$ cat src/rtl/freq_gen.sv
// Programmable 50% duty square-wave generator: a sequential restoring divider turns a
// requested frequency into a half-period count, applied only at half-period boundaries.
module freq_gen #(
    parameter int CLK_HZ = 100000000,
    parameter int FW     = 20,
    parameter int CW     = 27,
    parameter int MAX_HZ = 999999
) (
    input  logic          clk,
    input  logic          rst,
    input  logic [FW-1:0] freq_in,
    input  logic          load,
    output logic          busy,
    output logic          err,
    output logic          active,
    output logic          sig_out
);

    localparam int             RW       = FW + 1;
    localparam int             IW       = $clog2(CW);
    localparam logic [CW-1:0]  DIVIDEND = CW'(CLK_HZ);
    localparam logic [FW-1:0]  MAX_F    = FW'(MAX_HZ);

    typedef enum logic [1:0] {
        S_IDLE,
        S_DIV,
        S_COMMIT
    } state_t;

    state_t         state;
    state_t         state_nx;

    logic [RW-1:0]  dvsr;
    logic [RW-1:0]  rem;
    logic [CW-1:0]  quot;
    logic [IW-1:0]  bit_idx;
    logic [RW:0]    rem_sh;
    logic           take;

    logic [CW-1:0]  pend_n;
    logic           pend_valid;
    logic [CW-1:0]  n_cur;
    logic [CW-1:0]  cnt;
    logic           at_end;

    assign rem_sh = {rem, DIVIDEND[bit_idx]};
    assign take   = (rem_sh >= {1'b0, dvsr});
    assign at_end = active && (cnt == n_cur - 1'b1);

    always_ff @(posedge clk or negedge rst) begin
        if (!rst) begin
            state <= S_IDLE;
        end else begin
            state <= state_nx;
        end
    end

    // A zero request skips the division and commits a zero half-period straight away.
    always_comb begin
        state_nx = state;
        case (state)
            S_IDLE: begin
                if (load && !busy && (freq_in <= MAX_F)) begin
                    state_nx = (freq_in == '0) ? S_COMMIT : S_DIV;
                end
            end
            S_DIV: begin
                if (bit_idx == '0) begin
                    state_nx = S_COMMIT;
                end
            end
            S_COMMIT: state_nx = S_IDLE;
            default:  state_nx = S_IDLE;
        endcase
    end

    always_ff @(posedge clk or negedge rst) begin
        if (!rst) begin
            busy    <= 1'b0;
            err     <= 1'b0;
            dvsr    <= '0;
            rem     <= '0;
            quot    <= '0;
            bit_idx <= '0;
        end else begin
            busy <= (state_nx != S_IDLE);
            if (state == S_IDLE && load) begin
                if (freq_in > MAX_F) begin
                    err <= 1'b1;
                end else begin
                    err     <= 1'b0;
                    dvsr    <= {freq_in, 1'b0};
                    rem     <= '0;
                    quot    <= '0;
                    bit_idx <= IW'(CW - 1);
                end
            end
            if (state == S_DIV) begin
                rem     <= take ? RW'(rem_sh - {1'b0, dvsr}) : rem_sh[RW-1:0];
                quot    <= {quot[CW-2:0], take};
                bit_idx <= bit_idx - 1'b1;
            end
        end
    end

    // A fresh commit outranks clearing the flag, so the newest request always survives.
    always_ff @(posedge clk or negedge rst) begin
        if (!rst) begin
            pend_n     <= '0;
            pend_valid <= 1'b0;
            n_cur      <= '0;
            cnt        <= '0;
            active     <= 1'b0;
            sig_out    <= 1'b0;
        end else begin
            if (state == S_COMMIT) begin
                pend_n     <= quot;
                pend_valid <= 1'b1;
            end else if (pend_valid && (!active || at_end)) begin
                pend_valid <= 1'b0;
            end

            if (!active) begin
                if (pend_valid && pend_n != '0) begin
                    active <= 1'b1;
                    n_cur  <= pend_n;
                    cnt    <= '0;
                end
            end else if (at_end) begin
                cnt <= '0;
                if (pend_valid && pend_n == '0) begin
                    active  <= 1'b0;
                    sig_out <= 1'b0;
                    n_cur   <= '0;
                end else begin
                    sig_out <= ~sig_out;
                    if (pend_valid) begin
                        n_cur <= pend_n;
                    end
                end
            end else begin
                cnt <= cnt + 1'b1;
            end
        end
    end

endmodule

$ cat config.mk
export PLATFORM = sky130hd
export DESIGN_NAME = freq_gen
export DESIGN_NICKNAME = d
export VERILOG_FILES = /design/src/rtl/freq_gen.sv
export SDC_FILE = /design/constraint.sdc
export NUM_CORES = 1
export LEC_CHECK = 0
export ABC_AREA = 1
export CORE_MARGIN = 10
export CORE_UTILIZATION = 40
export CTS_CLUSTER_DIAMETER = 30
export DETAILED_ROUTE_END_ITERATION = 6
export RECOVER_POWER = 50
export SLEW_MARGIN = 0
export SYNTH_ARGS = -nofsm -noshare
export SYNTH_HDL_FRONTEND = slang
export SYNTH_SLANG_ARGS = --single-unit
$ cat constraint.sdc
create_clock -name clk -period 5.8 [get_ports clk]
set_input_delay 0.58 -clock clk [delete_from_list [all_inputs] [get_ports clk]]
set_output_delay 0.58 -clock clk [all_outputs]
set_load 0.1 [all_outputs]
### Word level (Yosys, flattened, before mapping)

Memory sizes are Yosys's and may differ from the RTL's.
Index checks and enable logic that the tools add are counted.

| cells by class | value |
|---|---|
| add/subtract/negate cells | 4 |
| multiply operators | 0 |
| div/mod/pow operators | 0 |
| $lt $le $gt $ge | 4 |
| equal/unequal tests | 6 |
| shifts and indexed selects | 0 |
| mux-type cells | 31 |
| bitwise logic cells | 2 |
| reduce and logical (&&, ||, !) cells | 23 |

Operator list:

| operator | count |
|---|---|
| 27-bit 2-to-1 mux | 11 |
| 21-bit 2-to-1 mux | 4 |
| 27-bit by 1-bit adder with 27-bit output (second input constant) | 1 |
| 27-bit == test | 1 |
| 27-bit logical NOT | 1 |
| 27-bit nonzero test | 1 |
| 27-bit by 1-bit subtractor with 27-bit output (second input constant) | 1 |
| 22-bit by 21-bit >= comparator with 1-bit output | 1 |
| 21-bit subtractor | 1 |
| 20-bit > comparator (second input constant) | 1 |
| 20-bit <= comparator (second input constant) | 1 |
| 20-bit logical NOT | 1 |
| 5-bit 2-to-1 mux | 3 |
| 1-bit 2-to-1 mux | 9 |
| 2-bit nonzero test | 4 |
| 1-bit logical AND | 7 |
| 5-bit by 6-bit < comparator with 1-bit output (second input constant) | 1 |
| 2-bit 2-to-1 mux | 3 |
| 2-bit AND reduction | 3 |
| 5-bit logical NOT | 1 |
| 5-bit by 1-bit subtractor with 5-bit output (second input constant) | 1 |
| 2-bit by 1-bit != test with 1-bit output (second input constant) | 2 |
| 2-bit one-hot mux with 2 select lines | 1 |
| 3-bit by 1-bit != test with 1-bit output (second input constant) | 1 |
| other kinds (7) | 9 |

| storage, ports and cells | value |
|---|---|
| register bits | 161 |
| latch bits | 0 |
| bits in writable memories | 0 |
| ROM bits | 32 |
| input bits | 23 |
| word-level logic and storage cells | 84 |
| memories | 1 |

Memory list:

| name | depth | width | rd ports | clocked after Yosys merged registers in | write ports | line | RTL |
|---|---|---|---|---|---|---|---|
| (name not given) | 32 | 1 | 1 | 0 | 0 | 46 | `assign rem_sh = {rem, DIVIDEND[bit_idx]};` |

### Longest topological paths before layout

| depth | value |
|---|---|
| depth after elaboration | 7 |
| mapped depth | 17 |
| mapped depth without buffers | 16 |

### Least setup slack after synthesis

Ideal clock, no wire load.

| path | value |
|---|---|
| path type | reg-to-reg |
| start point | register dvsr[1] |
| end point | register rem[15] |
| library setup time | 124 ps |
| arrival | 2231 ps |
| required time | 5676 ps |
| path slack | 3445 ps |
| cell stages (with the launch flop) | 13 |
| buffers on the path | 0 |
| period minus slack after synthesis | 2355 ps |
| cell sequence | dfrtp_1 > ha_1 > fa_1 > o21ai_0 > a21oi_1 > o21ai_0 > nand2_1 > nand2_1 > nand2_1 > nand3_1 > nand3_1 > o211ai_1 > nand2_1 |

| on the way | value |
|---|---|
| longest elaborated chain between the ends | 3 |
| elaborated cells on any way between the ends | 4 |

RTL lines:

| what | line | RTL |
|---|---|---|
| start, declared | 33 | `logic [RW-1:0] dvsr;` |
| start signal, assigned | 92 | `dvsr <= {freq_in, 1'b0};` |
| 21-bit subtractor or 22-bit by 21-bit >= comparator with 1-bit output (tied branches) | 99, 47 |  |
| 21-bit 2-to-1 mux (*) | 99 | `rem <= take ? RW'(rem_sh - {1'b0, dvsr}) : rem_sh[RW-1:0];` |
| 21-bit 2-to-1 mux (*) | 98 | `if (state == S_DIV) begin` |
| end signal, assigned | 99 |  |
| end, declared | 34 | `logic [RW-1:0] rem;` |

Mark *: on every way between the ends. The rest lies on a longest branch, timed or not.
A chain may end at the register's enable or synchronous reset.

### Final worst setup path

| path | value |
|---|---|
| start point | register n_cur[0] |
| end point | register n_cur[4] |

| on the way | value |
|---|---|
| longest elaborated chain between the ends | 5 |

RTL lines:

| what | line | RTL |
|---|---|---|
| start, declared | 42 | `logic [CW-1:0] n_cur;` |
| start signal, assigned | 126 | `n_cur <= pend_n;` |
| start signal, assigned | 138 | `n_cur <= pend_n;` |
| 27-bit by 1-bit subtractor with 27-bit output | 48 | `assign at_end = active && (cnt == n_cur - 1'b1);` |
| 27-bit == test | 48 |  |
| 1-bit logical AND | 48 |  |
| 2-bit by 1-bit != test with 1-bit output (no line) | n/a |  |
| 3-bit AND reduction (no line) | n/a |  |

Every way passes these cells.

==> metrics.yaml <==
outcome:
  status: "finished, violations left"
  violations: "max-capacitance violations, max-slew violations"
route:
  drtPass1Iterations: 5
  ant_nets: 0
  wl_per_cell_um: 14.3
  drcViolationCount: 0
  vias: 7453
  wl_met3_um: 623
  drtIter0Drc: 546
  routed_wl_um: 21200
  dr_wl_met2_um: 10400
  top_layer: "met4"
  vias_per_cell: 5.02
  wl_met1_um: 9820
power:
  p_total_mw: 5.35
  peakVddDrop_mv: 0.328
  leakage_nw: 4.92
  power.density_nw_per_um2: 521
logic_synthesis:
  ys_seq_area_share_pct: 43.6
  async_reset_ff_share_pct: 100
  synthCells: 1174
  synth_top_area_cell: "dfrtp_1"
  synth_area_leaders: "dfrtp_1, nand2_1, inv_1"
  ys_ff_latch: 161
  yosys_warnings: 0
  synthFlopType: "dfrtp_1"
  synth_top_area_share_pct: 43.6
  synth_edf_count: 0
  syn_nets: 1221
  avgSynthCellArea_um2: 7.86
  synth_cell_types: 44
  synth.cell_area_um2: 9230
worst_setup_path:
  worstPathArrival_ps: 3280
  critPathKind: "flop to flop"
  cp_slowest_cell: "nand2_4"
  crit_top_cell: "nand2_1"
  critical-path-max-stage-delay_ps: 440
  cp-start-kind: "flop"
  crit_family: "simple AND/OR/NAND/NOR gates"
  path_cells: "inv_1, ha_1, nand2_4, nor2_8, nand3_1, nor2_1, nand3_1, nand2_1, nand3_2, nor2_4, nand3_4, nand2_4, nand3_4, nand2_1, nand2_1"
  cp_num_buf_inv: 1
  cp-end-kind: "flop"
  worstPathRequired_ps: 6110
  crit_fanout: 47
global_route:
  grt_pass1_vias: 7374
  gr-total-overflow: 0
  grt_usage_pct: 15.2
  antenna_found_initial: 0
  grt_pass1_wl_um: 36400
  grt_max_degree: 100
timing:
  fin_crit_sh_pct: 51.1
  holdWs_ps: 238
  finalSetupViolCount: 0
  worstMarginPinSlew_ps: 1990
  slew_violations: 56
  max_slew_margin_pct: -32.7
  hold_viol_final: 0
  max_freq_mhz: 337
  period_needed_ps: 2970
  setup_slack_ps: 2830
  setup-tns-final_ps: 0
  grt_setup_unrepaired: "false"
  skew_ps: 8.22
placed_design:
  place_congestion: 0.868
  port_buffers: 26
  hpwl_um: 15300
  place_area_um2: 9680
  preCtsSetupSlack_ps: 2810
clock_tree:
  cts.sinks: 161
  cts_setup_buffers: 0
  insertion_delay_ps: 430
  cts_htree_levels: 4
  cts_buffer_depth: 2
  cts_made_buffers: 17
  hold_buffers: 0
  cts_root_buf: "clkbuf_16"
  cts_resized: 0
  cts_tree: "done"
  cts.clk_slew.worst_paths_ps: 60
die:
  fp.dieH_um: 172
  initial_core_util_pct: 40.8
  die_area_um2: 29600
  num_rows: 55
  die_w_um: 172
  core_um2: 22600
  io_pins: 27
layout:
  multi_input_area_um2: 4420
  design_area_um2: 10300
  nFillCells: 2238
  n_antenna_cell: 0
  layout-drive-gt1-share_pct: 5.50
  syn_to_final_growth_pct: 11.3
  regArea_um2: 4030
  nets: 1234
run:
  max_cap_violations: 1
min_path:
  hp-class: "input port to async pin"
-- synth_stat cells (all sizes together) (14+ instances only) --
master	count
a21oi	35
xor2	40
buf	14
ha	23
o21ai	95
nand4	45
nand3	43
dfrtp	161
xnor2	28
nor2	106
nand2	300
o22ai	41
nor3	19
inv	144
clkbuf	27
-- logic make-up (layout without fill, tap and decap cells) --
group | after synthesis | count (layout) | synth area share [%]
buffers and inverters | 187 | 213 | 8.47
and+or+nand+nor | 538 | 538 | 26.2
AOI/OAI and AO/OA | 196 | 196 | 11.9
adders and majority gates | 24 | 24 | 3.33
DFF | 161 | 161 | 43.6
xor gates and xnor gates | 68 | 68 | 6.45
-- cell type report --
cell class	count	share of cell area, %
Inverter	146	5.34
Multi-Input combinational cell	826	43.1
Sequential cell	161	39.2
Clock inverter	10	1.22
Clock buffer	22	4.52
Tap cell	285	3.47
Timing Repair Buffer	35	3.17
-- path summary, 6_finish.rpt --
check                         start        to  slack [ps]  cells past startpoint
max                        n_cur[0]  n_cur[4]        2830                     15
min                             rst    cnt[3]         240                      1
max reg2reg                n_cur[0]  n_cur[4]        2830                     15
min reg2reg                state[1]  state[1]         500                      1
max in group asynchronous       rst   rem[11]        4210                      2
min in group clk           state[1]  state[1]         500                      1
-- layout by cell type (no fill, tap or decap), types with 4 or more instances in the layout --
master and instances:
nand2_1 296, dfrtp_1 161, inv_1 144, nor2_1 92
o21ai_0 92, nand4_1 45, o22ai_1 41, xor2_1 40
nand3_1 38, a21oi_1 35, xnor2_1 28, clkdlybuf4s50_1 25
ha_1 23, nor3_1 19, clkbuf_16 17, nor4_1 11
nor2_2 10, nand3b_1 9, buf_4 8, o211ai_1 6
o21bai_1 4, a21o_1 4, clkbuf_1 4, clkinvlp_4 4
inv_6 4
-- stage by stage --
| stage | util [%] | cells |
|---|---|---|
| 2_1_floorplan | - | 1174 |
| 6_report | 45.4 | 1485 |
| 5_1_grt | 45.4 | 1485 |
| 4_1_cts | 45.4 | 1485 |
| 3_3_place_gp | 42.8 | 1453 |
| 3_5_place_dp | 42.8 | 1453 |
-- sequential cells by signal (all words and copies together) (netlist names) --
name,count
active,1
bit_idx,5
busy,1
cnt,27
dvsr,20
err,1
n_cur,27
pend_n,27
pend_valid,1
quot,27
rem,21
sig_out,1
state,2
-- power breakdown --
group | switching [mW] | leakage (nW) | internal [mW]
logic | 1.63 | 2.54 | 0.951
registers | 0.182 | 2.11 | 1.45
clock network | 0.479 | 0.274 | 0.663
total | 2.29 | 4.92 | 3.06
-- per-layer routing --
metal | vias to the layer above | track usage [%]
li1 | 3872 | -
met1 | 3467 | 18.8
met2 | 97 | 26.0
met3 | 17 | 2.90
met4 | 0 | 4.95
met5 | - | 0
Power figures use the tool's default switching activity.
